File: config.mk
export PLATFORM = sky130hd
export DESIGN_NAME = aqua_lcd_ctrl
export DESIGN_NICKNAME = d
export VERILOG_FILES = /design/src/rtl/aqua_lcd_ctrl.sv
export SDC_FILE = /design/constraint.sdc
export NUM_CORES = 1
export LEC_CHECK = 0
export BUFFER_PORTS_ARGS = -buffer_cell sky130_fd_sc_hd__buf_2
export CAP_MARGIN = 20
export CORE_MARGIN = 1.5
export CORE_UTILIZATION = 45
export CTS_BUF_LIST = sky130_fd_sc_hd__clkbuf_16
export DETAILED_ROUTE_END_ITERATION = 6
export PLACE_DENSITY_LB_ADDON = 0.3
export SKIP_LAST_GASP = 1
export SYNTH_ARGS = -nofsm -noshare
export SYNTH_HDL_FRONTEND = slang
export SYNTH_SLANG_ARGS = --single-unit
File: constraint.sdc
create_clock -name clk_i -period 1.9 [get_ports clk_i]
set_clock_uncertainty 0.05 [all_clocks]
set_input_delay 0.475 -clock clk_i [delete_from_list [all_inputs] [get_ports clk_i]]
set_output_delay 0.475 -clock clk_i [all_outputs]
set_load 0.1 [all_outputs]
File: src/rtl/aqua_lcd_ctrl.sv
// HD44780-style LCD bus sequencer: runs the power-on init bytes itself, then
// turns host command/data writes into setup / EN pulse / hold / execution-wait timing.
module aqua_lcd_ctrl #(
  parameter int INIT_WAIT_CYC = 750000,
  parameter int SETUP_CYC     = 2,
  parameter int EN_CYC        = 12,
  parameter int HOLD_CYC      = 2,
  parameter int WAIT_CYC      = 1850,
  parameter int CLR_WAIT_CYC  = 76000
) (
  input  logic       clk_i,
  input  logic       rst_n,
  input  logic       i_valid,
  output logic       o_ready,
  input  logic       i_rs,
  input  logic [7:0] i_data,
  output logic       o_init_done,
  output logic       o_lcd_on,
  output logic       o_lcd_en,
  output logic       o_lcd_rs,
  output logic       o_lcd_rw,
  output logic [7:0] o_lcd_data
);

  // state       | meaning
  // S_INIT_WAIT | power-up delay before the first init byte
  // S_SETUP     | RS/DATA driven, EN low
  // S_PULSE     | EN high
  // S_HOLD      | EN low, RS/DATA still held
  // S_EXEC_WAIT | controller busy executing the byte
  // S_IDLE      | ready for a host write
  // INIT_LOAD has no residency: it is the edge that latches the next init byte and enters S_SETUP.
  typedef enum logic [2:0] {
    S_INIT_WAIT,
    S_SETUP,
    S_PULSE,
    S_HOLD,
    S_EXEC_WAIT,
    S_IDLE
  } state_t;

  localparam int MAX_A   = (INIT_WAIT_CYC > SETUP_CYC) ? INIT_WAIT_CYC : SETUP_CYC;
  localparam int MAX_B   = (EN_CYC > HOLD_CYC) ? EN_CYC : HOLD_CYC;
  localparam int MAX_C   = (WAIT_CYC > CLR_WAIT_CYC) ? WAIT_CYC : CLR_WAIT_CYC;
  localparam int MAX_AB  = (MAX_A > MAX_B) ? MAX_A : MAX_B;
  localparam int MAX_CYC = (MAX_AB > MAX_C) ? MAX_AB : MAX_C;
  localparam int CW      = $clog2(MAX_CYC + 1);

  localparam logic [CW-1:0] LD_INIT  = CW'(INIT_WAIT_CYC - 1);
  localparam logic [CW-1:0] LD_SETUP = CW'(SETUP_CYC - 1);
  localparam logic [CW-1:0] LD_EN    = CW'(EN_CYC - 1);
  localparam logic [CW-1:0] LD_HOLD  = CW'(HOLD_CYC - 1);
  localparam logic [CW-1:0] LD_WAIT  = CW'(WAIT_CYC - 1);
  localparam logic [CW-1:0] LD_CLR   = CW'(CLR_WAIT_CYC - 1);

  state_t          state_q, state_d;
  logic [CW-1:0]   cnt_q, cnt_d;
  logic            rs_q;
  logic [7:0]      data_q;
  logic [2:0]      idx_q;
  logic            done_q;
  logic            en_q;
  logic            on_q;
  logic            latch_init;
  logic            accept;
  logic            set_done;
  logic            is_clr;
  logic            cnt_zero;

  function automatic logic [7:0] init_byte(input logic [1:0] idx);
    case (idx)
      2'd0:    return 8'h38;
      2'd1:    return 8'h0C;
      2'd2:    return 8'h01;
      default: return 8'h06;
    endcase
  endfunction

  // Clear and home take far longer to execute inside the LCD controller.
  assign is_clr   = !rs_q && ((data_q == 8'h01) || (data_q == 8'h02));
  assign cnt_zero = (cnt_q == '0);

  always_comb begin
    state_d    = state_q;
    cnt_d      = cnt_zero ? cnt_q : cnt_q - 1'b1;
    latch_init = 1'b0;
    accept     = 1'b0;
    set_done   = 1'b0;
    case (state_q)
      S_INIT_WAIT: begin
        if (cnt_zero) begin
          latch_init = 1'b1;
          state_d    = S_SETUP;
          cnt_d      = LD_SETUP;
        end
      end
      S_SETUP: begin
        if (cnt_zero) begin
          state_d = S_PULSE;
          cnt_d   = LD_EN;
        end
      end
      S_PULSE: begin
        if (cnt_zero) begin
          state_d = S_HOLD;
          cnt_d   = LD_HOLD;
        end
      end
      S_HOLD: begin
        if (cnt_zero) begin
          state_d = S_EXEC_WAIT;
          cnt_d   = is_clr ? LD_CLR : LD_WAIT;
        end
      end
      S_EXEC_WAIT: begin
        if (cnt_zero) begin
          if (done_q) begin
            state_d = S_IDLE;
          end else if (idx_q == 3'd4) begin
            set_done = 1'b1;
            state_d  = S_IDLE;
          end else begin
            latch_init = 1'b1;
            state_d    = S_SETUP;
            cnt_d      = LD_SETUP;
          end
        end
      end
      S_IDLE: begin
        if (i_valid) begin
          accept  = 1'b1;
          state_d = S_SETUP;
          cnt_d   = LD_SETUP;
        end
      end
      default: begin
        state_d = S_INIT_WAIT;
        cnt_d   = LD_INIT;
      end
    endcase
  end

  always_ff @(posedge clk_i or negedge rst_n) begin
    if (!rst_n) begin
      state_q <= S_INIT_WAIT;
      cnt_q   <= LD_INIT;
      rs_q    <= 1'b0;
      data_q  <= 8'h00;
      idx_q   <= 3'd0;
      done_q  <= 1'b0;
      en_q    <= 1'b0;
      on_q    <= 1'b0;
    end else begin
      state_q <= state_d;
      cnt_q   <= cnt_d;
      en_q    <= (state_d == S_PULSE);
      on_q    <= 1'b1;
      if (latch_init) begin
        rs_q   <= 1'b0;
        data_q <= init_byte(idx_q[1:0]);
        idx_q  <= idx_q + 3'd1;
      end else if (accept) begin
        rs_q   <= i_rs;
        data_q <= i_data;
      end
      if (set_done) begin
        done_q <= 1'b1;
      end
    end
  end

  assign o_ready     = (state_q == S_IDLE);
  assign o_init_done = done_q;
  assign o_lcd_on    = on_q;
  assign o_lcd_en    = en_q;
  assign o_lcd_rs    = rs_q;
  assign o_lcd_rw    = 1'b0;
  assign o_lcd_data  = data_q;

endmodule

### After elaboration in Yosys (flattened, before gate mapping)

Index checks and enable logic that the tools add are counted.

| storage, ports and cells | value |
|---|---|
| bits in registers | 38 |
| output and inout bits | 14 |
| input bits | 12 |
| word-level logic and storage cells | 64 |

| cells by class | value |
|---|---|
| reductions and logical operators | 8 |
| add/sub/neg operators | 2 |
| equality and inequality tests | 11 |
| multiplexer cells | 35 |

Operators by type and width:

| cell | number |
|---|---|
| 20-bit two-way mux | 8 |
| 20-bit case mux with 5 select lines | 1 |
| 3-bit two-way mux | 8 |
| 20-bit zero test | 1 |
| 20-bit by 1-bit subtractor with 20-bit output, second input constant | 1 |
| 3-bit case mux with 6 select lines | 1 |
| 6-bit case mux with 3 select lines | 1 |
| 17-bit two-way mux | 1 |
| 8-bit two-way mux | 2 |
| 1-bit two-way mux | 12 |
| 3-bit by 2-bit == test with 1-bit output, second input constant | 3 |
| 3-bit == test, second input constant | 3 |
| 8-bit by 1-bit == test with 1-bit output, second input constant | 1 |
| 8-bit by 2-bit == test with 1-bit output, second input constant | 1 |
| 3-bit by 1-bit adder with 3-bit output, second input constant | 1 |
| 3-bit by 1-bit == test with 1-bit output, second input constant | 1 |
| 3-bit zero test | 1 |
| 2-bit by 1-bit == test with 1-bit output, second input constant | 1 |
| 2-bit == test, second input constant | 1 |
| 2-bit zero test | 1 |
| 1-bit case mux with 2 select lines | 1 |
| 2-bit nonzero test | 1 |
| 2-bit OR reduction | 1 |
| 1-bit logical AND | 1 |
| other kinds (2) | 2 |

### Longest topological paths before layout

Gate-level depths: netlist (run 1).

| logic depth | value |
|---|---|
| depth after elaboration | 6 |
| gate-level depth with buffers | 8 |
| depth with buffers taken out | 8 |

### Least setup slack after synthesis (run 1)

Ideal clock, no wire load.

| timing | value |
|---|---|
| path type | reg-to-reg |
| start point | register cnt_q[0] |
| end point | register cnt_q[0] |
| path buffers | 0 |
| setup time | 0.075 ns |
| cell stages (with the launch flop) | 9 |
| required time | 1.775 ns |
| period minus slack after synthesis | 2.122 ns |
| data arrival time | 1.997 ns |
| setup slack | -0.222 ns |
| cell sequence | dfstp_2 inv_1 ha_1 or3b_2 nor2_1 and3_1 inv_1 ha_1 a2bb2oi_1 |

| on the way | value |
|---|---|
| cells in the longest elaborated chain, start to end | 6 |
| elaborated cells on any way between the ends | 11 |
| classes of those cells | 1 x add/sub; 9 x mux; 1 x reduce/logical |

RTL lines:

| item | RTL line | source |
|---|---|---|
| start: declaration | 57 | `logic [CW-1:0] cnt_q, cnt_d;` |
| start signal: assignment | 155 | `cnt_q <= cnt_d;` |
| 20-bit by 1-bit subtractor with 20-bit output / 20-bit zero test (equally long branches) | 85, 81 |  |
| 20-bit two-way mux | 85 | `cnt_d = cnt_zero ? cnt_q : cnt_q - 1'b1;` |
| 20-bit two-way mux | 119 | `end else if (idx_q == 3'd4) begin` |
| 20-bit two-way mux | 117 | `if (done_q) begin` |
| 20-bit two-way mux | 116 | `if (cnt_zero) begin` |
| 20-bit case mux with 5 select lines * | 89 | `case (state_q)` |
| named net cnt_d[0] | 57 |  |

The timed path passes the listed nets; every way through them passes the cells marked *.
A chain may end at the register's enable or synchronous reset.

### Worst setup path after layout (run 1)

| timing | value |
|---|---|
| start point | register cnt_q[8] |
| end point | register cnt_q[9] |

The elaborated chain is that of the path after synthesis.

==> results.json, run 1 <==
{
  "grtUsageTotal": 0.2823,
  "violations": "setup timing",
  "clk_path_buf_depth": 2,
  "ys_seq_area_frac": 0.4476,
  "grt_pass1_wl_mm": 11.13,
  "post-route-util": 0.7358,
  "synthCells": 229,
  "rsz0062_at_grt": "true",
  "worstRegToRegCells": 6,
  "htreeDepth": 2,
  "cp.required_ps": 2000,
  "port_buffers": 24,
  "synth_edf_count": 0,
  "worstReg2RegEnd": "cnt_q[9]$_DFF_PN0_",
  "final_area_um2": 3430,
  "slew_headroom": 0.6640,
  "clock_latency_ps": 280,
  "period_share": 1.078,
  "crit_chain": "or4_4 > nor4_4 > buf_6 > a2111oi_4 > a311oi_2 > a211oi_2",
  "ys_async_sr_fraction": 1.000,
  "synth_flop_cell": "dfrtp_1",
  "avgRoutedWirePerCell_um": 18.03,
  "slowest_delay_ps": 580,
  "syn_area_um2": 2161,
  "clock.fmax_mhz": 488.4,
  "reg2reg_from": "cnt_q[8]$_DFF_PN1_",
  "ant_nets": 0,
  "grt_antenna_before_repair": 0,
  "final_hold_viol_count": 0,
  "r2r_setup_slack_ps": -150,
  "syn_nets": 247,
  "power_leakage_nw": 1.483,
  "synthTopCellsByArea": "dfrtp_1 29%, dfstp_2 16%, nand2_1 4.7%",
  "antenna_cells": 0,
  "cap_violations": 0,
  "finalCriticalPeriod_ps": 2048,
  "endpoint_kind": "flip-flop",
  "layout-drive-gt1-share": 0.5552,
  "cts_sinks": 38,
  "crit_path_max_fanout": 5,
  "synth.top_cell.area_share": 0.2895,
  "area_delta_synth_final_pct": 58.71,
  "worst_pin_slew_ps": 502.8,
  "num_rows": 25,
  "slew_violations": 0,
  "ctsHoldBuffers": 0,
  "ir_drop_v": 0.0005028,
  "first_pass_iters": 4,
  "dpl.hpwl_mm": 4.486,
  "pre_cts_slack_ps": -164.2,
  "synth_seq_cells": 38,
  "startpoint_type": "flip-flop",
  "critical-path-top-delay-family": "simple AND/OR/NAND/NOR gates",
  "grt_max_degree": 23,
  "grt_pass1_vias": 2301,
  "initial_core_util": 0.4636,
  "yosys_warnings": 0,
  "via_per_inst": 5.771,
  "ys_types": 57,
  "dieHeight_um": 72.30,
  "route.detailed.drc": 0,
  "core-area_um2": 4661,
  "clk_pin_slew_ps": 60,
  "cts_tree": "built",
  "cp-startpoint": "cnt_q[8]$_DFF_PN1_",
  "setup_slack_ps": -147.5,
  "num_io_pins": 26,
  "vias": 2193,
  "worst_path_max_delay_cell": "or4_4",
  "min_path_type": "in -> async",
  "status": "finished with violations",
  "routabilityCongestion": 0.9206,
  "root_buffer": "clkbuf_16",
  "arrival_ps": 2150,
  "placed_area_um2": 2889,
  "avgSynthCellArea_um2": 9.436,
  "drt_iter0_markers": 172,
  "num-nets-final": 343,
  "finalSetupViolCount": 23,
  "dieWidth_um": 72.30,
  "wirelength_mm": 6.851,
  "synth_area_leader_cell": "dfrtp_1",
  "grt-ovfl-total": 0,
  "powerDensity_nw_per_um2": 562.6,
  "dieArea_um2": 5227,
  "critPathBufInv": 1,
  "cts_buffers": 5,
  "critPathKind": "reg -> reg"
}
-- kinds of logic after synthesis --
logic type	Yosys count	share of synthesized area
compound gates	64	0.1951
xor+xnor	14	0.05674
buf+inv	15	0.03185
simple gates	90	0.2305
fa+ha+maj	6	0.03474
flops	38	0.4476
other cells	2	0.003476
-- power by group --
part	total, mW	switching (mW)	internal (mW)
Combinational	0.0493	0.0365	0.0128
Sequential	0.812	0.000192	0.812
Clock	1.07	0.321	0.747
Total	1.93	0.358	1.57
-- worst register-to-register path, delay by kind of cell, from the launching register on --
family	cells	cell delay, ps
AND/OR/NAND/NOR	2	820
AO/OA/AOI/OAI	3	490
flip-flops	1	380
buffers and inverters	1	180
-- state kept, by name (all words and copies together), names as in the netlist --
signal,flops
o_init_done,1
o_lcd_data,8
cnt_q,20
o_lcd_rs,1
o_lcd_on,1
o_lcd_en,1
idx_q,3
state_q,3
-- cell usage in the layout, fill, tap and decap left out, types with 6 or more instances in the layout --
cell	count
nor2_1	13
a21oi_1	8
xnor2_1	8
o21ai_0	7
nor3_1	8
dfrtp_1	20
inv_2	6
buf_2	23
o21ai_2	8
o21ai_1	6
dfstp_2	13
buf_4	65
nand2_1	21
-- worst max path at each step --
stage	cells past startpoint	slack (ps)	end
floorplan	7	-100	o_lcd_en$_DFF_PN0_
global placement	8	-120	cnt_q[13]$_DFF_PN1_
detailed placement	9	-160	cnt_q[2]$_DFF_PN1_
CTS	8	-110	cnt_q[9]$_DFF_PN0_
global route	7	-220	cnt_q[15]$_DFF_PN0_
finish	6	-150	cnt_q[9]$_DFF_PN0_
-- cell type report --
class,instances,area [um^2]
clock buffer,5,125.1
clock inverter,3,63.81
fill,299,1231
inverter,7,26.28
multi-input combinational,176,1431
sequential,38,975.9
tap,54,67.56
timing repair buffer,97,739.5
-- layer usage --
| layer | vias to the layer above | part of all wire | track usage |
|---|---|---|---|
| met5 | - | 0 | 0 |
| met4 | 0 | 0.038 | 0.1530 |
| met3 | 28 | 0.045 | 0.03750 |
| met2 | 74 | 0.52 | 0.4753 |
| met1 | 1062 | 0.40 | 0.3529 |
| li1 | 1029 | - | - |
-- metrics by stage --
step / power [mW] / hold WS, ps / TNS (ps) / cells
final: 1.930 / 78.74 / -1767 / 380
after detailed placement: 0.8762 / 381.9 / -2451 / 364
after global placement: 0.8755 / 380.4 / -1324 / 364
after global routing: 1.982 / 117.9 / -3783 / 380
after CTS: 1.949 / 82.69 / -901.2 / 375
after floorplan: 0.8446 / 129.4 / -407.6 / 229
-- cell usage after synthesis, types with 4 or more instances --
master,n
a211oi_1,6
a21oi_1,11
and2_1,6
clkbuf_1,5
dfrtp_1,25
dfstp_2,13
ha_1,6
inv_1,7
nand2_1,27
nand3_1,4
nor2_1,16
nor3_1,10
nor4_1,6
o21ai_0,20
xnor2_1,10
xor2_1,4
-- repair_timing --
item | 4_1_cts | 5_1_grt
resized for setup | 31 | 43
buffers inserted | 4 | 5
pin swaps | 10 | 23
setup endpoints to repair | 33 | 36
(Power assumes the default switching activity.)
==> run 2, diff against run 1 <==
--- a/config.mk
+++ b/config.mk
@@ -12,6 +12,7 @@
 export CTS_BUF_LIST = sky130_fd_sc_hd__clkbuf_16
 export DETAILED_ROUTE_END_ITERATION = 6
 export PLACE_DENSITY_LB_ADDON = 0.3
+export SETUP_SLACK_MARGIN = 0.05
 export SKIP_LAST_GASP = 1
 export SYNTH_ARGS = -nofsm -noshare
 export SYNTH_HDL_FRONTEND = slang
==> run 2 against run 1 <==
  * The run still ends with setup timing left
  * Clock-buffer cell count is the same
  * Sequential share of layout area grew 1.4 points
  * Final cell count shrank 1.1%
  * Sequential cell count is the same
  * Die area is the same
  * Routed wire length shrank 7.1%
  * Sequential power is essentially flat
  * Critical path depth is the same
  * Utilization shrank 3.3 points
  * Fmax grew 2.5%
  * Worst setup slack gained 49 ps
  * Largest power group is now sequential cells
==> results.json, run 2 (synthesized netlist as in run 1, its figures left out) <==
{
  "setup_slack_ps": -98.07,
  "cap_violations": 0,
  "wirelength_met1_mm": 2.841,
  "cts_tree": "built",
  "layout-drive-gt1-share": 0.5217,
  "antenna_cells": 0,
  "grt-ovfl-total": 0,
  "final_area_um2": 3274,
  "clk_path_buf_depth": 2,
  "wl_met2_mm": 3.199,
  "grt_pass1_wl_mm": 9.839,
  "post-route-util": 0.7026,
  "status": "finished with violations",
  "crit_path_max_fanout": 5,
  "initial_core_util": 0.4636,
  "cts_buffers": 5,
  "clk_pin_slew_ps": 60,
  "cts_sinks": 38,
  "ir_drop_v": 0.0003526,
  "finalSetupViolCount": 18,
  "power_mw": 1.669,
  "drt_iter0_markers": 92,
  "core-area_um2": 4661,
  "mostFrequentLayoutCell": "buf_4",
  "clock.fmax_mhz": 500.5,
  "multi_input_area_um2": 1378,
  "htreeDepth": 2,
  "finalNonFillerCells": 376,
  "placed_area_um2": 2863,
  "num-nets-final": 339,
  "via_per_inst": 5.665,
  "endpoint_kind": "flip-flop",
  "routabilityCongestion": 0.8954,
  "dieHeight_um": 72.30,
  "ant_nets": 0,
  "rsz0062_at_grt": "true",
  "regArea_um2": 977.2,
  "num-fill-cells": 331,
  "period_share": 1.052,
  "grt_max_degree": 24,
  "violations": "setup timing",
  "wirelength_mm": 6.367,
  "placedCellCount": 360,
  "dpl.hpwl_mm": 4.470,
  "dieWidth_um": 72.30,
  "grt_pass1_vias": 2072,
  "clock_latency_ps": 280,
  "critPathKind": "reg -> reg",
  "port_buffers": 24,
  "root_buffer": "clkbuf_16",
  "grt_antenna_before_repair": 0,
  "grtUsageTotal": 0.2511,
  "worst_hold_slack_ps": 73.05,
  "startpoint_type": "flip-flop",
  "wl_met3_um": 223,
  "min_path_type": "in -> async",
  "slew_violations": 0,
  "powerDensity_nw_per_um2": 509.7,
  "first_pass_iters": 4,
  "top_layer": "met4",
  "finalCriticalPeriod_ps": 1998,
  "final_hold_viol_count": 0,
  "avgRoutedWirePerCell_um": 16.93,
  "dieArea_um2": 5227,
  "route.detailed.drc": 0,
  "regMostFlops": "cnt_q",
  "power_leakage_nw": 1.458,
  "vias": 2130,
  "num_rows": 25,
  "arrival_ps": 2160,
  "cp.required_ps": 2060,
  "largest_reg_flops": 20,
  "area_delta_synth_final_pct": 51.53,
  "num_io_pins": 26,
  "layout_common_cells": "63 x buf_4, 23 x nand2_1, 23 x buf_2"
}
[run 2: path summary, 6_finish.rpt]
kind	from	end	slack [ps]	depth (start not counted)
setup / recovery	cnt_q[9]$_DFF_PN0_	state_q[1]$_DFF_PN0_	-100	6
hold reg to reg	o_lcd_data[0]$_DFFE_PN0P_	o_lcd_data[0]$_DFFE_PN0P_	460	1
setup reg to reg	cnt_q[9]$_DFF_PN0_	state_q[1]$_DFF_PN0_	-100	6
min in group clk_i	i_data[6]	o_lcd_data[6]$_DFFE_PN0P_	340	3
max in group asynchronous	rst_n	cnt_q[8]$_DFF_PN1_	1190	2
hold / removal	rst_n	o_init_done$_DFFE_PN0P_	70	1
[run 2: stage by stage]
stage,TNS (ps),setup slack [ps]
6_report,-1059,-98.07
5_1_grt,-3472,-178.5
4_1_cts,-875.6,-90.89
3_5_place_dp,-1876,-130.4
3_3_place_gp,-975.2,-100.3
2_1_floorplan,-435.5,-95.28
[run 2: layout make-up]
class	count	share of cell area
clock buffer	5	0.03821
clock inverter	3	0.004203
inverter	7	0.008789
multi-input combinational	176	0.4207
sequential	38	0.2984
tap	54	0.02063
timing repair buffer	93	0.2090
[run 2: critical path, stage by stage, from the launching register on]
cell     delay (ps)
dfrtp_1         420
or4_4           580
nor4_4          240
buf_6           190
nand3_4          90
or2_4           250
a21oi_2         120
[run 2: repair_timing]
item                                    CTS  global route
endpoints found under the hold margin     0             0
endpoints found under the setup margin   35            38
gates cloned                              0             1
resized for setup                        28            26
buffers inserted                          1             6
hold buffers                              0             0
pin swaps                                 5             6
[run 2: layer usage]
metal  track usage  up-vias
li1              -     1010
met1        0.3127     1059
met2        0.4383       50
met3       0.04861       11
met4       0.08386        0
met5             0        -
[run 2: report_power, final]
| part | leakage, nW | switching, mW | internal [mW] |
|---|---|---|---|
| logic | 0.925 | 0.0368 | 0.0128 |
| clock network | 0.0748 | 0.331 | 0.477 |
| registers | 0.457 | 0.000170 | 0.812 |
